File: src/rtl/accel_bcd_fmt_if.sv
// accel_bcd_fmt_if: sample handshake plus display-driver digit lookup for accel_bcd_fmt.
interface accel_bcd_fmt_if;
    logic        s_valid;
    logic        s_ready;
    logic [11:0] s_x;
    logic [11:0] s_y;
    logic [2:0]  can;
    logic [3:0]  val;
    logic        d;
    logic        valid;
    modport master (output s_valid, s_x, s_y, can, input s_ready, val, d, valid);
    modport slave (input s_valid, s_x, s_y, can, output s_ready, val, d, valid);
endinterface

File: src/rtl/accel_bcd_fmt.sv
// accel_bcd_fmt: converts signed X/Y samples to blanked BCD digits via double-dabble.
// Both results commit atomically so the display never shows a mixed pair.
module accel_bcd_fmt (
    input  logic            clk_100mhz,
    input  logic            nrst,
    accel_bcd_fmt_if.slave  bus_io
);
    localparam logic [1:0] IDLE = 2'd0, CONV_X = 2'd1, CONV_Y = 2'd2, COMMIT = 2'd3;
    logic [1:0]  state_q, state_d;
    logic [3:0]  cnt_q, cnt_d;
    logic [11:0] bin_q, bin_d, ymag_q, ymag_d;
    logic [15:0] bcd_q, bcd_d, xbcd_q, xbcd_d;
    logic        xneg_q, xneg_d, yneg_q, yneg_d;
    logic [15:0] disp_x_q, disp_x_d, disp_y_q, disp_y_d;
    logic        dneg_x_q, dneg_x_d, dneg_y_q, dneg_y_d;
    logic [15:0] adj, step_bcd, sel, hi;
    logic [11:0] step_bin;
    logic        last;
    logic [1:0]  idx;
    always_comb begin
        for (int i = 0; i < 4; i++)
            adj[4*i +: 4] = bcd_q[4*i +: 4] >= 4'd5 ? bcd_q[4*i +: 4] + 4'd3 : bcd_q[4*i +: 4];
        step_bcd = {adj[14:0], bin_q[11]};
        step_bin = {bin_q[10:0], 1'b0};
        last     = cnt_q == 4'd11;
    end
    always_comb begin
        state_d  = state_q;
        cnt_d    = cnt_q;
        bin_d    = bin_q;
        bcd_d    = bcd_q;
        ymag_d   = ymag_q;
        xbcd_d   = xbcd_q;
        xneg_d   = xneg_q;
        yneg_d   = yneg_q;
        disp_x_d = disp_x_q;
        disp_y_d = disp_y_q;
        dneg_x_d = dneg_x_q;
        dneg_y_d = dneg_y_q;
        case (state_q)
            IDLE: if (bus_io.s_valid) begin
                state_d = CONV_X;
                bin_d   = bus_io.s_x[11] ? -bus_io.s_x : bus_io.s_x;
                ymag_d  = bus_io.s_y[11] ? -bus_io.s_y : bus_io.s_y;
                xneg_d  = bus_io.s_x[11];
                yneg_d  = bus_io.s_y[11];
                bcd_d   = '0;
                cnt_d   = '0;
            end
            CONV_X: begin
                bcd_d = step_bcd;
                bin_d = step_bin;
                cnt_d = cnt_q + 4'd1;
                // X result parks in xbcd_q while the engine is reused for Y
                if (last) begin
                    xbcd_d  = step_bcd;
                    bcd_d   = '0;
                    bin_d   = ymag_q;
                    cnt_d   = '0;
                    state_d = CONV_Y;
                end
            end
            CONV_Y: begin
                bcd_d   = step_bcd;
                bin_d   = step_bin;
                cnt_d   = cnt_q + 4'd1;
                state_d = last ? COMMIT : CONV_Y;
            end
            default: begin
                disp_x_d = xbcd_q;
                disp_y_d = bcd_q;
                dneg_x_d = xneg_q;
                dneg_y_d = yneg_q;
                state_d  = IDLE;
            end
        endcase
    end
    always_ff @(posedge clk_100mhz or negedge nrst) begin
        if (!nrst) begin
            state_q  <= IDLE;
            cnt_q    <= '0;
            bin_q    <= '0;
            bcd_q    <= '0;
            ymag_q   <= '0;
            xbcd_q   <= '0;
            xneg_q   <= 1'b0;
            yneg_q   <= 1'b0;
            disp_x_q <= '0;
            disp_y_q <= '0;
            dneg_x_q <= 1'b0;
            dneg_y_q <= 1'b0;
        end else begin
            state_q  <= state_d;
            cnt_q    <= cnt_d;
            bin_q    <= bin_d;
            bcd_q    <= bcd_d;
            ymag_q   <= ymag_d;
            xbcd_q   <= xbcd_d;
            xneg_q   <= xneg_d;
            yneg_q   <= yneg_d;
            disp_x_q <= disp_x_d;
            disp_y_q <= disp_y_d;
            dneg_x_q <= dneg_x_d;
            dneg_y_q <= dneg_y_d;
        end
    end
    // A digit is lit when it or any higher digit of its group is nonzero
    assign sel            = bus_io.can[2] ? disp_x_q : disp_y_q;
    assign idx            = bus_io.can[1:0];
    assign hi             = sel >> {idx, 2'b00};
    assign bus_io.val     = hi[3:0];
    assign bus_io.valid   = idx == 2'd0 || |hi;
    assign bus_io.d       = idx == 2'd0 && (bus_io.can[2] ? dneg_x_q : dneg_y_q);
    assign bus_io.s_ready = state_q == IDLE;
endmodule

File: src/flat_wrapper.sv
// flat-port wrapper written by rule: the top's interface ports become plain ports
module accel_bcd_fmt_flat 
  (clk_100mhz, nrst, bus_io_s_valid, bus_io_s_x, bus_io_s_y, bus_io_can, bus_io_s_ready, bus_io_val, bus_io_d, bus_io_valid);
  accel_bcd_fmt_if bus_io_i ();
  input  logic clk_100mhz;
  input  logic nrst;
  input wire logic [$bits(bus_io_i.s_valid)-1:0] bus_io_s_valid;
  input wire logic [$bits(bus_io_i.s_x)-1:0] bus_io_s_x;
  input wire logic [$bits(bus_io_i.s_y)-1:0] bus_io_s_y;
  input wire logic [$bits(bus_io_i.can)-1:0] bus_io_can;
  output wire logic [$bits(bus_io_i.s_ready)-1:0] bus_io_s_ready;
  output wire logic [$bits(bus_io_i.val)-1:0] bus_io_val;
  output wire logic [$bits(bus_io_i.d)-1:0] bus_io_d;
  output wire logic [$bits(bus_io_i.valid)-1:0] bus_io_valid;
  assign bus_io_i.s_valid = bus_io_s_valid;
  assign bus_io_i.s_x = bus_io_s_x;
  assign bus_io_i.s_y = bus_io_s_y;
  assign bus_io_i.can = bus_io_can;
  assign bus_io_s_ready = bus_io_i.s_ready;
  assign bus_io_val = bus_io_i.val;
  assign bus_io_d = bus_io_i.d;
  assign bus_io_valid = bus_io_i.valid;
  accel_bcd_fmt u_core (.clk_100mhz(clk_100mhz), .nrst(nrst), .bus_io(bus_io_i));
endmodule
File: config.mk
export PLATFORM = sky130hd
export DESIGN_NAME = accel_bcd_fmt_flat
export DESIGN_NICKNAME = d
export VERILOG_FILES = /design/src/rtl/accel_bcd_fmt_if.sv /design/src/rtl/accel_bcd_fmt.sv /design/src/flat_wrapper.sv
export SDC_FILE = /design/constraint.sdc
export NUM_CORES = 1
export LEC_CHECK = 0
export BUFFER_PORTS_ARGS = -buffer_cell sky130_fd_sc_hd__buf_4
export CAP_MARGIN = 10
export CORE_UTILIZATION = 55
export CTS_BUF_LIST = sky130_fd_sc_hd__clkbuf_8 sky130_fd_sc_hd__clkbuf_16
export DETAILED_ROUTE_END_ITERATION = 10
export GPL_TIMING_DRIVEN = 0
export PLACE_DENSITY = 0.79
export REMOVE_ABC_BUFFERS = 1
export SETUP_SLACK_MARGIN = 0.15
export SKIP_CTS_REPAIR_TIMING = 1
export SYNTH_ARGS = -nofsm -noshare
export SYNTH_HDL_FRONTEND = slang
export SYNTH_SLANG_ARGS = --single-unit
File: constraint.sdc
create_clock -name clk_100mhz -period 2.85 [get_ports clk_100mhz]
set_input_delay 0.57 -clock clk_100mhz [delete_from_list [all_inputs] [get_ports clk_100mhz]]
set_output_delay 0.57 -clock clk_100mhz [all_outputs]
set_load 0.05 [all_outputs]
-- After elaboration in Yosys (flattened, before gate mapping)
Index checks and enable logic that the tools add are counted.
- shift operators: 1
- reductions and logical operators: 11
- equality and inequality tests: 5
- $add $sub $neg: 7
- $lt $le $gt $ge: 4
- multiplexer cells: 21
- operator list (kind ; count):
    $mux W12 ; 4
    $mux W16 ; 3
    $pmux W16 S3 ; 1
    $pmux W12 S3 ; 1
    $neg A12 Y12 ; 2
    $mux W4 ; 5
    $ge A4 B3 Y1 const B ; 4
    $reduce_or A16 Y1 ; 1
    $shr A16 B4 Y16 ; 1
    $add A4 B2 Y4 const B ; 3
    $pmux W4 S3 ; 1
    $reduce_and A2 Y1 ; 4
    $pmux W2 S3 ; 1
    $add A4 B1 Y4 const B ; 1
    $eq A4 B4 Y1 const B ; 1
    $logic_not A2 Y1 ; 2
    $mux W2 ; 2
    $add A3 B2 Y3 const B ; 1
    $mux W3 ; 1
    $reduce_bool A3 Y1 ; 1
    $reduce_or A3 Y1 ; 1
    $eq A2 B1 Y1 const B ; 1
    $eq A2 B2 Y1 const B ; 1
    $mux W1 ; 2
    4 further kinds ; 4
- output and inout bits: 7
- bits of input ports: 30
- bits in registers: 98
- word-level logic and storage cells: 61

-- Logic depth before layout (Yosys ltp)
Gate-level depths: netlist of the first run.
- word-level depth: 4
- depth in mapped cells: 9
- mapped depth without buffers: 7

-- Worst setup path before layout of the first run
Ideal clock, no wire load.
- path kind: in2out
- start point: input port bus_io_can[2]
- end point: output port bus_io_valid
- data arrival time: 2.523 ns
- buffers on the path: 1
- required time: 2.280 ns
- slack: -0.243 ns
- stages on the path: 5
- cells stage by stage: buf_6 > mux4_1 > mux2_2 > or3_1 > or3_1
- cells in the longest elaborated chain, start to end: 4
- ends and longest elaborated chain (item ; line ; RTL):
    start: declaration ; flat_wrapper.sv:10 ; input wire logic [$bits(bus_io_i.can)-1:0] bus_io_can;
    $mux W16 ; accel_bcd_fmt.sv:108 ; assign sel = bus_io.can[2] ? disp_x_q : disp_y_q;
    $shr A16 B4 Y16 ; accel_bcd_fmt.sv:110 ; assign hi = sel >> {idx, 2'b00};
    via bus_io_val[0] ; flat_wrapper.sv:12 ; output wire logic [$bits(bus_io_i.val)-1:0] bus_io_val;
    $reduce_or A16 Y1 ; accel_bcd_fmt.sv:112 ; assign bus_io.valid = idx == 2'd0 || |hi;
    $logic_or A1 B1 Y1 ; accel_bcd_fmt.sv:112 ;
    end: declaration ; flat_wrapper.sv:14 ; output wire logic [$bits(bus_io_i.valid)-1:0] bus_io_valid;
The timed path passes the listed nets, and every way through them passes these cells.

-- Worst setup path in the final report of the first run
- start point: register u_core.disp_x_q[12]
- end point: output port bus_io_valid
- cells in the longest elaborated chain, start to end: 4
- ends and longest elaborated chain (item ; line ; RTL):
    start: declaration ; accel_bcd_fmt.sv:14 ; logic [15:0] disp_x_q, disp_x_d, disp_y_q, disp_y_d;
    start signal: assignment ; accel_bcd_fmt.sv:101 ; disp_x_q <= disp_x_d;
    $mux W16 ; accel_bcd_fmt.sv:108 ;
    $shr A16 B4 Y16 ; accel_bcd_fmt.sv:110 ;
    $reduce_or A16 Y1 ; accel_bcd_fmt.sv:112 ;
    $logic_or A1 B1 Y1 ; accel_bcd_fmt.sv:112 ;
Every way passes these cells.

==> impl_metrics.tcl, run 1 <==
set metrics [dict create \
    status "finished with violations" \
    failed_checks "setup timing" \
    io_buffers 36 \
    io_pins 37 \
    area_delta_synth_final_pct 12.63 \
    worstRegToRegCells 7 \
    postSynthAreaPerCell_um2 10.43 \
    p_int_mw 2.632 \
    p_leak_nw 2.656 \
    hp-class "in -> async" \
    ys_seq_area_share_pct 47.98 \
    post-route-drc-count 0 \
    synth-adder-area-share_pct 3.672 \
    slew_headroom_pct 50.70 \
    layout_commonest_cell "dfrtp_1" \
    vias 3742 \
    setup_violations 1 \
    power_switching_mw 1.452 \
    grt_pass1_vias 3657 \
    reg2reg_to "u_core.cnt_q[3]$_DFFE_PN0P_" \
    fillCellCount 701 \
    netSwitchingFraction_pct 35.55 \
    cp-end-kind "output port" \
    synthTopCellsByArea "dfrtp_1 48%, mux2_2 9.0%, o21ai_0 5.2%, nand2_1 4.9%, ha_1 3.7%" \
    die_y_um 98.40 \
    ir_worst_vdd_mv 0.4595 \
    synth_top_area_share_pct 47.98 \
    synth_top_family_by_area "compound AO/OA/AOI/OAI gates" \
    ys_types 42 \
    crit_arrival_ns 2.41 \
    post-place-ws_ns -0.2508 \
    clockBufferDepth 2 \
    root_buffer "clkbuf_8" \
    postSynthCellCount 490 \
    n_antenna_cell 0 \
    cts_buffers 9 \
    fmax_mhz 335.3 \
    drt-initial-drc-count 134 \
    synth_edf_count 0 \
    path_class "reg -> out" \
    maxCapViolations 0 \
    ys_seq_elements 98 \
    grt_pass1_wl_um 17450 \
    setup_slack_ns -0.1320 \
    synth_compound_area_share_pct 14.66 \
    finish.utilization_pct 65.06 \
    place_hpwl_um 6977 \
    core-area_um2 8848 \
    yosysWarnings 0 \
    final_cells 630 \
    cp_slowest_cell "mux4_2" \
    synthXorXnorAreaFrac_pct 3.599 \
    clock-sinks 98 \
    ys_async_sr_fraction_pct 100.0 \
    hold_viol_final 0 \
    pwr-share-comb_pct 33.0 \
    yosysTopAreaCell "dfrtp_1" \
    antenna_found_initial 0 \
    dp_cells 608 \
    die_w_um 98.40 \
    layout.nets 562 \
    critPathMaxStageDelay_ns 0.47 \
    syn_area_um2 5111 \
    clockPowerShare_pct 24.2 \
    path_common_cell "or3_4" \
    vias_per_cell 5.940 \
    initial_core_util_pct 57.76 \
    fin_crit_sh_pct 104.6 \
    cp_num_buf_inv 1 \
    powerDensity_nw_per_um2 709.5 \
    synth_ff_type "dfrtp_1" \
    place_congestion 0.7800 \
    antenna_left 0 \
    r2r_slack_ns 0.48 \
    sequentialPowerShare_pct 42.8 \
    die_area_um2 9683 \
    finClkSkew_ns 0.008373 \
    cts_tree "built" \
    tightest_slew_ns 0.7377 \
    cp-start-kind "register" \
    mostFrequentLayoutCells "98 x dfrtp_1, 66 x nand2_1, 52 x o21ai_0" \
    cts_max_level 3 \
    overflow 0 \
    rsz0062_at_grt "true" \
    rows 34 \
    synthSimpleGateAreaFrac_pct 12.56 \
    cp_data_required_time_ns 2.28 \
    worstPathCellList "mux4_2, mux2_4, or3_4, or3_4, buf_8" \
    wirelength_um 10430 \
    path_max_fanout 4 \
    drt_first_pass_iters 6 \
    layout-drive-gt1-share_pct 20.88 \
    period_needed_ns 2.982 \
    grtUsageTotal_pct 23.01 \
    drv_slew 0 \
    wire_per_inst_um 16.55 \
    clk_pin_slew_worst_paths_ns 0.09 \
    yosys-mux-area-fraction_pct 14.20 \
    insertion_delay_ns 0.37 \
    reg2reg_from "u_core.state_q[1]$_DFFE_PN0P_" \
    holdWs_ns 0.1978 \
    grt_max_degree 99 \
    critPathTopFamily "multiplexers" \
]
worst register-to-register path: stages, from the launching register on:
cell	delay (ns)
dfrtp_1	0.44
inv_1	0.10
ha_2	0.54
nand2_1	0.17
o21a_1	0.35
nor2_2	0.37
nand4_1	0.13
o21ai_0	0.17
power groups by stage:
stage | Clock [mW] | Sequential (mW) | Combinational, mW
after floorplan | 0 | 1.73 | 0.936
after global placement | 0 | 1.76 | 1.25
after detailed placement | 0 | 1.77 | 1.30
after CTS | 0.999 | 1.74 | 1.30
after global routing | 1.05 | 1.78 | 1.51
final | 0.987 | 1.75 | 1.35
how the worst max path moves through the flow:
stage,startpoint,endpoint,slack (ns),cells past startpoint
finish,u_core.disp_x_q[12]$_DFFE_PN0N_,bus_io_valid,-0.13,5
global route,u_core.disp_x_q[12]$_DFFE_PN0N_,bus_io_valid,-0.18,5
CTS,bus_io_can[2],bus_io_valid,-0.26,6
detailed placement,bus_io_can[2],bus_io_valid,-0.25,6
global placement,u_core.state_q[0]$_DFFE_PN0P_,u_core.cnt_q[0]$_DFFE_PN0P_,-0.85,4
floorplan,bus_io_can[2],bus_io_valid,-0.11,4
synthesized netlist by cell type (all sizes together) (10+ instances only):
cell type and number:
dfrtp 98, nand2 67, o21ai 53, mux2 41
a21oi 24, clkbuf 20, inv 17, nor2 16
ha 15, o31ai 12, xor2 11, nand2b 10
xnor2 10
flip-flops by register name, summed over array words and instances (netlist names):
name             cells
u_core.disp_x_q     16
u_core.dneg_x_q      1
u_core.dneg_y_q      1
u_core.bin_q        12
u_core.xbcd_q       16
u_core.bcd_q        16
u_core.xneg_q        1
u_core.state_q       2
u_core.cnt_q         4
u_core.yneg_q        1
u_core.disp_y_q     16
u_core.ymag_q       12
per-stage QoR:
stage                     TNS, ns  cell area (um^2)  power, mW
final                     -0.1320              5757      4.084
after global routing      -0.1814              5757      4.333
after CTS                  -1.502              5634      4.043
after detailed placement   -1.143              5415      3.068
after global placement     -13.75              5410      3.012
after floorplan           -0.1128              5005      2.666
layer usage:
| layer | share of wire, % | global-route usage (%) |
|---|---|---|
| met1 | 45 | 29.67 |
| met4 | 1.7 | 7.348 |
| met5 | 0 | 0 |
| met3 | 4.8 | 5.655 |
| met2 | 49 | 38.41 |
cells by family after synthesis:
logic type,after synthesis
buffers and inverters,43
multiplexers,56
adder cells (fa/ha/maj),15
flip-flops,98
AO/OA/AOI/OAI,123
XOR/XNOR,21
AND/OR/NAND/NOR,134
area by class of cell:
type / instances / area [um^2] / area share, %
Clock buffer: 10 / 137.6 / 2.391
Clock inverter: 6 / 81.33 / 1.413
Inverter: 17 / 63.81 / 1.108
Multi-Input combinational cell: 349 / 2536 / 44.06
Sequential cell: 98 / 2452 / 42.60
Tap cell: 108 / 135.1 / 2.347
Timing Repair Buffer: 42 / 350.3 / 6.086
No activity file was read; power rests on OpenSTA's default activity.
==> inputs of run 2 (changes only) <==
--- a/config.mk
+++ b/config.mk
@@ -7,11 +7,11 @@
 export LEC_CHECK = 0
 export BUFFER_PORTS_ARGS = -buffer_cell sky130_fd_sc_hd__buf_4
 export CAP_MARGIN = 10
-export CORE_UTILIZATION = 55
+export CORE_UTILIZATION = 60
 export CTS_BUF_LIST = sky130_fd_sc_hd__clkbuf_8 sky130_fd_sc_hd__clkbuf_16
 export DETAILED_ROUTE_END_ITERATION = 10
 export GPL_TIMING_DRIVEN = 0
-export PLACE_DENSITY = 0.79
+export PLACE_DENSITY = 0.84
 export REMOVE_ABC_BUFFERS = 1
 export SETUP_SLACK_MARGIN = 0.15
 export SKIP_CTS_REPAIR_TIMING = 1
==> impl_metrics.tcl, run 2 (synthesis gave the netlist of run 1 again) <==
set metrics [dict create \
    vias 3812 \
    path_common_cell "or3_1" \
    critPathMaxStageDelay_ns 0.46 \
    clockBufferDepth 2 \
    wire_per_inst_um 17.36 \
    power_mw 4.133 \
    dpl-instance-area_um2 5411 \
    io_pins 37 \
    initial_core_util_pct 62.20 \
    cp_data_required_time_ns 2.28 \
    cp_slowest_cell "mux4_2" \
    setup_slack_ns -0.1373 \
    finalInstanceArea_um2 5724 \
    n_antenna_cell 0 \
    path_max_fanout 4 \
    grtUsageTotal_pct 26.68 \
    cts_buffers 9 \
    drv_slew 0 \
    worstPathCellList "mux4_2, mux2_4, or3_1, or3_1, buf_6" \
    vias_per_cell 6.109 \
    slew_headroom_pct 49.09 \
    failed_checks "setup timing" \
    hp-class "in -> async" \
    grt_pass1_wl_um 18040 \
    period_needed_ns 2.987 \
    insertion_delay_ns 0.37 \
    mostFrequentLayoutCells "98 x dfrtp_1, 66 x nand2_1, 51 x o21ai_0" \
    multi_input_area_um2 2524 \
    powerDensity_nw_per_um2 722.0 \
    post-place-ws_ns -0.2446 \
    status "finished with violations" \
    crit_arrival_ns 2.42 \
    layout.nets 559 \
    grt_max_degree 99 \
    drt_first_pass_iters 5 \
    cp-start-kind "register" \
    fmax_mhz 334.8 \
    antenna_left 0 \
    grt_pass1_vias 3754 \
    io_buffers 36 \
    core-area_um2 8217 \
    cp_num_buf_inv 1 \
    clock-sinks 98 \
    area_delta_synth_final_pct 12.00 \
    die_y_um 94.30 \
    clk_pin_slew_worst_paths_ns 0.10 \
    finish.utilization_pct 69.67 \
    path_class "reg -> out" \
    fillCellCount 601 \
    setup_violations 1 \
    wirelength_um 10830 \
    drt-initial-drc-count 150 \
    fin_crit_sh_pct 104.8 \
    die_area_um2 8892 \
    rows 33 \
    rsz0062_at_grt "true" \
    maxCapViolations 0 \
    tightest_slew_ns 0.7618 \
    die_w_um 94.30 \
    ir_worst_vdd_mv 0.4714 \
    post-route-drc-count 0 \
    ff_latch_area_um2 2452 \
    overflow 0 \
    layout_commonest_cell "dfrtp_1" \
    place_hpwl_um 7496 \
    cp-end-kind "output port" \
    layout-drive-gt1-share_pct 20.04 \
    cts_max_level 3 \
    cts_tree "built" \
    p_leak_nw 2.644 \
    holdWs_ns 0.08577 \
    antenna_found_initial 0 \
    finClkSkew_ns 0.01139 \
    hold_viol_final 0 \
    critPathTopFamily "multiplexers" \
    root_buffer "clkbuf_8" \
    place_congestion 0.7714 \
]
[run 2: changes by cell type in the layout (fill, tap and decap cells not counted), sizes merged]
cell,before,now
buf,42,39
inv,18,20
clkbuf,10,9
clkinvlp,1,0
[run 2: layout make-up]
| type | count | share of cell area [%] |
|---|---|---|
| multi-input combinational | 349 | 44.09 |
| sequential | 98 | 42.84 |
| timing repair buffer | 39 | 5.749 |
| tap | 105 | 2.295 |
| clock buffer | 9 | 2.164 |
| clock inverter | 7 | 1.749 |
| inverter | 17 | 1.115 |
[run 2: routing by layer]
layer | up-vias | part of all wire [%] | GRT usage, %
li1 | 1804 | - | -
met1 | 1895 | 43 | 33.91
met2 | 95 | 52 | 46.44
met3 | 18 | 3.3 | 3.155
met4 | 0 | 1.7 | 10.13
met5 | - | 0 | 0
[run 2: worst paths after layout]
check / from / endpoint / slack (ns) / cells past startpoint
worst max-delay path: u_core.disp_y_q[12]$_DFFE_PN0N_ / bus_io_valid / -0.14 / 5
worst max register to register: u_core.state_q[1]$_DFFE_PN0P_ / u_core.cnt_q[3]$_DFFE_PN0P_ / 0.34 / 7
min in group clk_100mhz: u_core.xbcd_q[7]$_DFFE_PN0P_ / u_core.xbcd_q[7]$_DFFE_PN0P_ / 0.49 / 2
worst min-delay path: nrst / u_core.disp_x_q[15]$_DFFE_PN0N_ / 0.09 / 1
max in group asynchronous: nrst / u_core.bin_q[6]$_DFFE_PN0P_ / 2.10 / 2
worst min register to register: u_core.xbcd_q[7]$_DFFE_PN0P_ / u_core.xbcd_q[7]$_DFFE_PN0P_ / 0.49 / 2
[run 2: per-stage QoR]
step / TNS, ns / std cells
after floorplan: -0.1128 / 464
after global placement: -13.62 / 605
final: -0.1373 / 624
after global routing: -0.1876 / 624
after detailed placement: -1.111 / 605
after CTS: -1.307 / 621
[run 2: report_power, final]
part	internal [mW]	leakage [nW]	switching [mW]
registers	1.61	1.32	0.140
logic	0.501	1.21	0.867
clock network	0.504	0.115	0.510
total	2.62	2.64	1.52
==> inputs of run 3 (changes only) <==
--- a/config.mk
+++ b/config.mk
@@ -7,14 +7,15 @@
 export LEC_CHECK = 0
 export BUFFER_PORTS_ARGS = -buffer_cell sky130_fd_sc_hd__buf_4
 export CAP_MARGIN = 10
-export CORE_UTILIZATION = 60
+export CORE_UTILIZATION = 65
 export CTS_BUF_LIST = sky130_fd_sc_hd__clkbuf_8 sky130_fd_sc_hd__clkbuf_16
 export DETAILED_ROUTE_END_ITERATION = 10
 export GPL_TIMING_DRIVEN = 0
-export PLACE_DENSITY = 0.84
+export PLACE_DENSITY = 0.9
 export REMOVE_ABC_BUFFERS = 1
 export SETUP_SLACK_MARGIN = 0.15
 export SKIP_CTS_REPAIR_TIMING = 1
+export SLEW_MARGIN = 20
 export SYNTH_ARGS = -nofsm -noshare
 export SYNTH_HDL_FRONTEND = slang
 export SYNTH_SLANG_ARGS = --single-unit
==> constraint.sdc (replaced) <==
create_clock -name clk_100mhz -period 3.8 [get_ports clk_100mhz]
set_input_delay 0.76 -clock clk_100mhz [delete_from_list [all_inputs] [get_ports clk_100mhz]]
set_output_delay 0.76 -clock clk_100mhz [all_outputs]
set_load 0.05 [all_outputs]
==> impl_metrics.tcl, run 3 (synthesis gave the netlist of run 1 again) <==
set metrics [dict create \
    clockBufferDepth 2 \
    vias_per_cell 6.307 \
    clock-sinks 98 \
    power_mw 3.051 \
    die_y_um 90.68 \
    powerDensity_nw_per_um2 539.4 \
    grt_max_degree 99 \
    p_leak_nw 2.621 \
    path_class "in -> out" \
    cp_slowest_cell "mux4_1" \
    fin_crit_sh_pct 92.12 \
    ir_worst_vdd_mv 0.3500 \
    finalInstanceArea_um2 5655 \
    initial_core_util_pct 68.99 \
    crit_arrival_ns 2.74 \
    final_cells 616 \
    drt_first_pass_iters 4 \
    area_delta_synth_final_pct 10.65 \
    critPathMaxStageDelay_ns 0.59 \
    cts_buffers 9 \
    root_buffer "clkbuf_8" \
    cp_data_required_time_ns 3.04 \
    post-route-drc-count 0 \
    grtUsageTotal_pct 28.89 \
    period_needed_ns 3.501 \
    path_max_fanout 17 \
    setup_slack_ns 0.2995 \
    fmax_mhz 285.7 \
    core-area_um2 7408 \
    clk_pin_slew_worst_paths_ns 0.09 \
    layout.nets 558 \
    die_w_um 90.68 \
    post-place-ws_ns 0.3144 \
    cp-end-kind "output port" \
    wirelength_um 10810 \
    slew_headroom_pct 35.27 \
    drv_slew 0 \
    setup_violations 0 \
    dp_cells 601 \
    io_buffers 36 \
    overflow 0 \
    rsz0062_at_grt "false" \
    hold_viol_final 0 \
    grt_pass1_wl_um 18900 \
    wire_per_inst_um 17.55 \
    maxCapViolations 0 \
    status "complete, no violations" \
    worstPathCellList "buf_4, mux4_1, mux2_2, or3_1, or3_1, buf_4" \
    rows 31 \
    fillCellCount 483 \
    io_pins 37 \
    dpl-instance-area_um2 5443 \
    tightest_slew_ns 0.9645 \
    drt-initial-drc-count 215 \
    layout_commonest_cell "dfrtp_1" \
    grt_pass1_vias 4005 \
    cts_tree "built" \
    finish.utilization_pct 76.34 \
    hp-class "in -> async" \
    n_antenna_cell 0 \
    antenna_left 0 \
    cts_max_level 3 \
    die_area_um2 8222 \
    layout-drive-gt1-share_pct 18.76 \
    place_hpwl_um 7416 \
    place_congestion 0.8604 \
    antenna_found_initial 0 \
    vias 3885 \
    cp-start-kind "primary input" \
    mostFrequentLayoutCells "98 x dfrtp_1, 66 x nand2_1, 52 x o21ai_0" \
    insertion_delay_ns 0.36 \
    finClkSkew_ns 0.007591 \
    holdWs_ns 0.4653 \
    final.setup.tns_ns 0 \
]
-- run 3: final cells by class --
cell class	count	area [um^2]	area share, %
Tap cell	99	123.9	2.190
Multi-Input combinational cell	349	2499	44.18
Timing Repair Buffer	38	309.0	5.465
Clock buffer	9	123.9	2.190
Inverter	17	63.81	1.128
Clock inverter	6	83.83	1.482
Sequential cell	98	2452	43.36
-- run 3: worst paths after layout --
kind                                                from                         endpoint  slack [ns]  cells after the start
max reg2reg                u_core.state_q[0]$_DFFE_PN0P_      u_core.cnt_q[0]$_DFFE_PN0P_        0.89                      6
min                                                 nrst  u_core.disp_x_q[15]$_DFFE_PN0N_        0.47                      1
min in group clk_100mhz     u_core.ymag_q[4]$_DFFE_PN0P_     u_core.ymag_q[4]$_DFFE_PN0P_        0.49                      2
max                                        bus_io_can[2]                     bus_io_valid        0.30                      6
min reg2reg                 u_core.ymag_q[4]$_DFFE_PN0P_     u_core.ymag_q[4]$_DFFE_PN0P_        0.49                      2
max in group asynchronous                           nrst   u_core.disp_x_q[5]$_DFFE_PN0N_        2.75                      1
-- run 3: critical path: cells and delay by family --
kind          cells  cell delay (ns)
buf+inv           2             0.42
mux               2             0.89
simple gates      2             0.66
-- run 3: metal layers --
metal | part of all wire, % | global-route usage, %
met1 | 44 | 37.56
met4 | 2.3 | 13.17
met3 | 3.7 | 3.451
met2 | 50 | 48.61
met5 | 0 | 0
-- run 3: where the power goes --
part           switching [mW]  internal (mW)  leakage [nW]
registers               0.107           1.21          1.32
clock network           0.348          0.364         0.103
logic                   0.643          0.380          1.20
total                    1.10           1.95          2.62
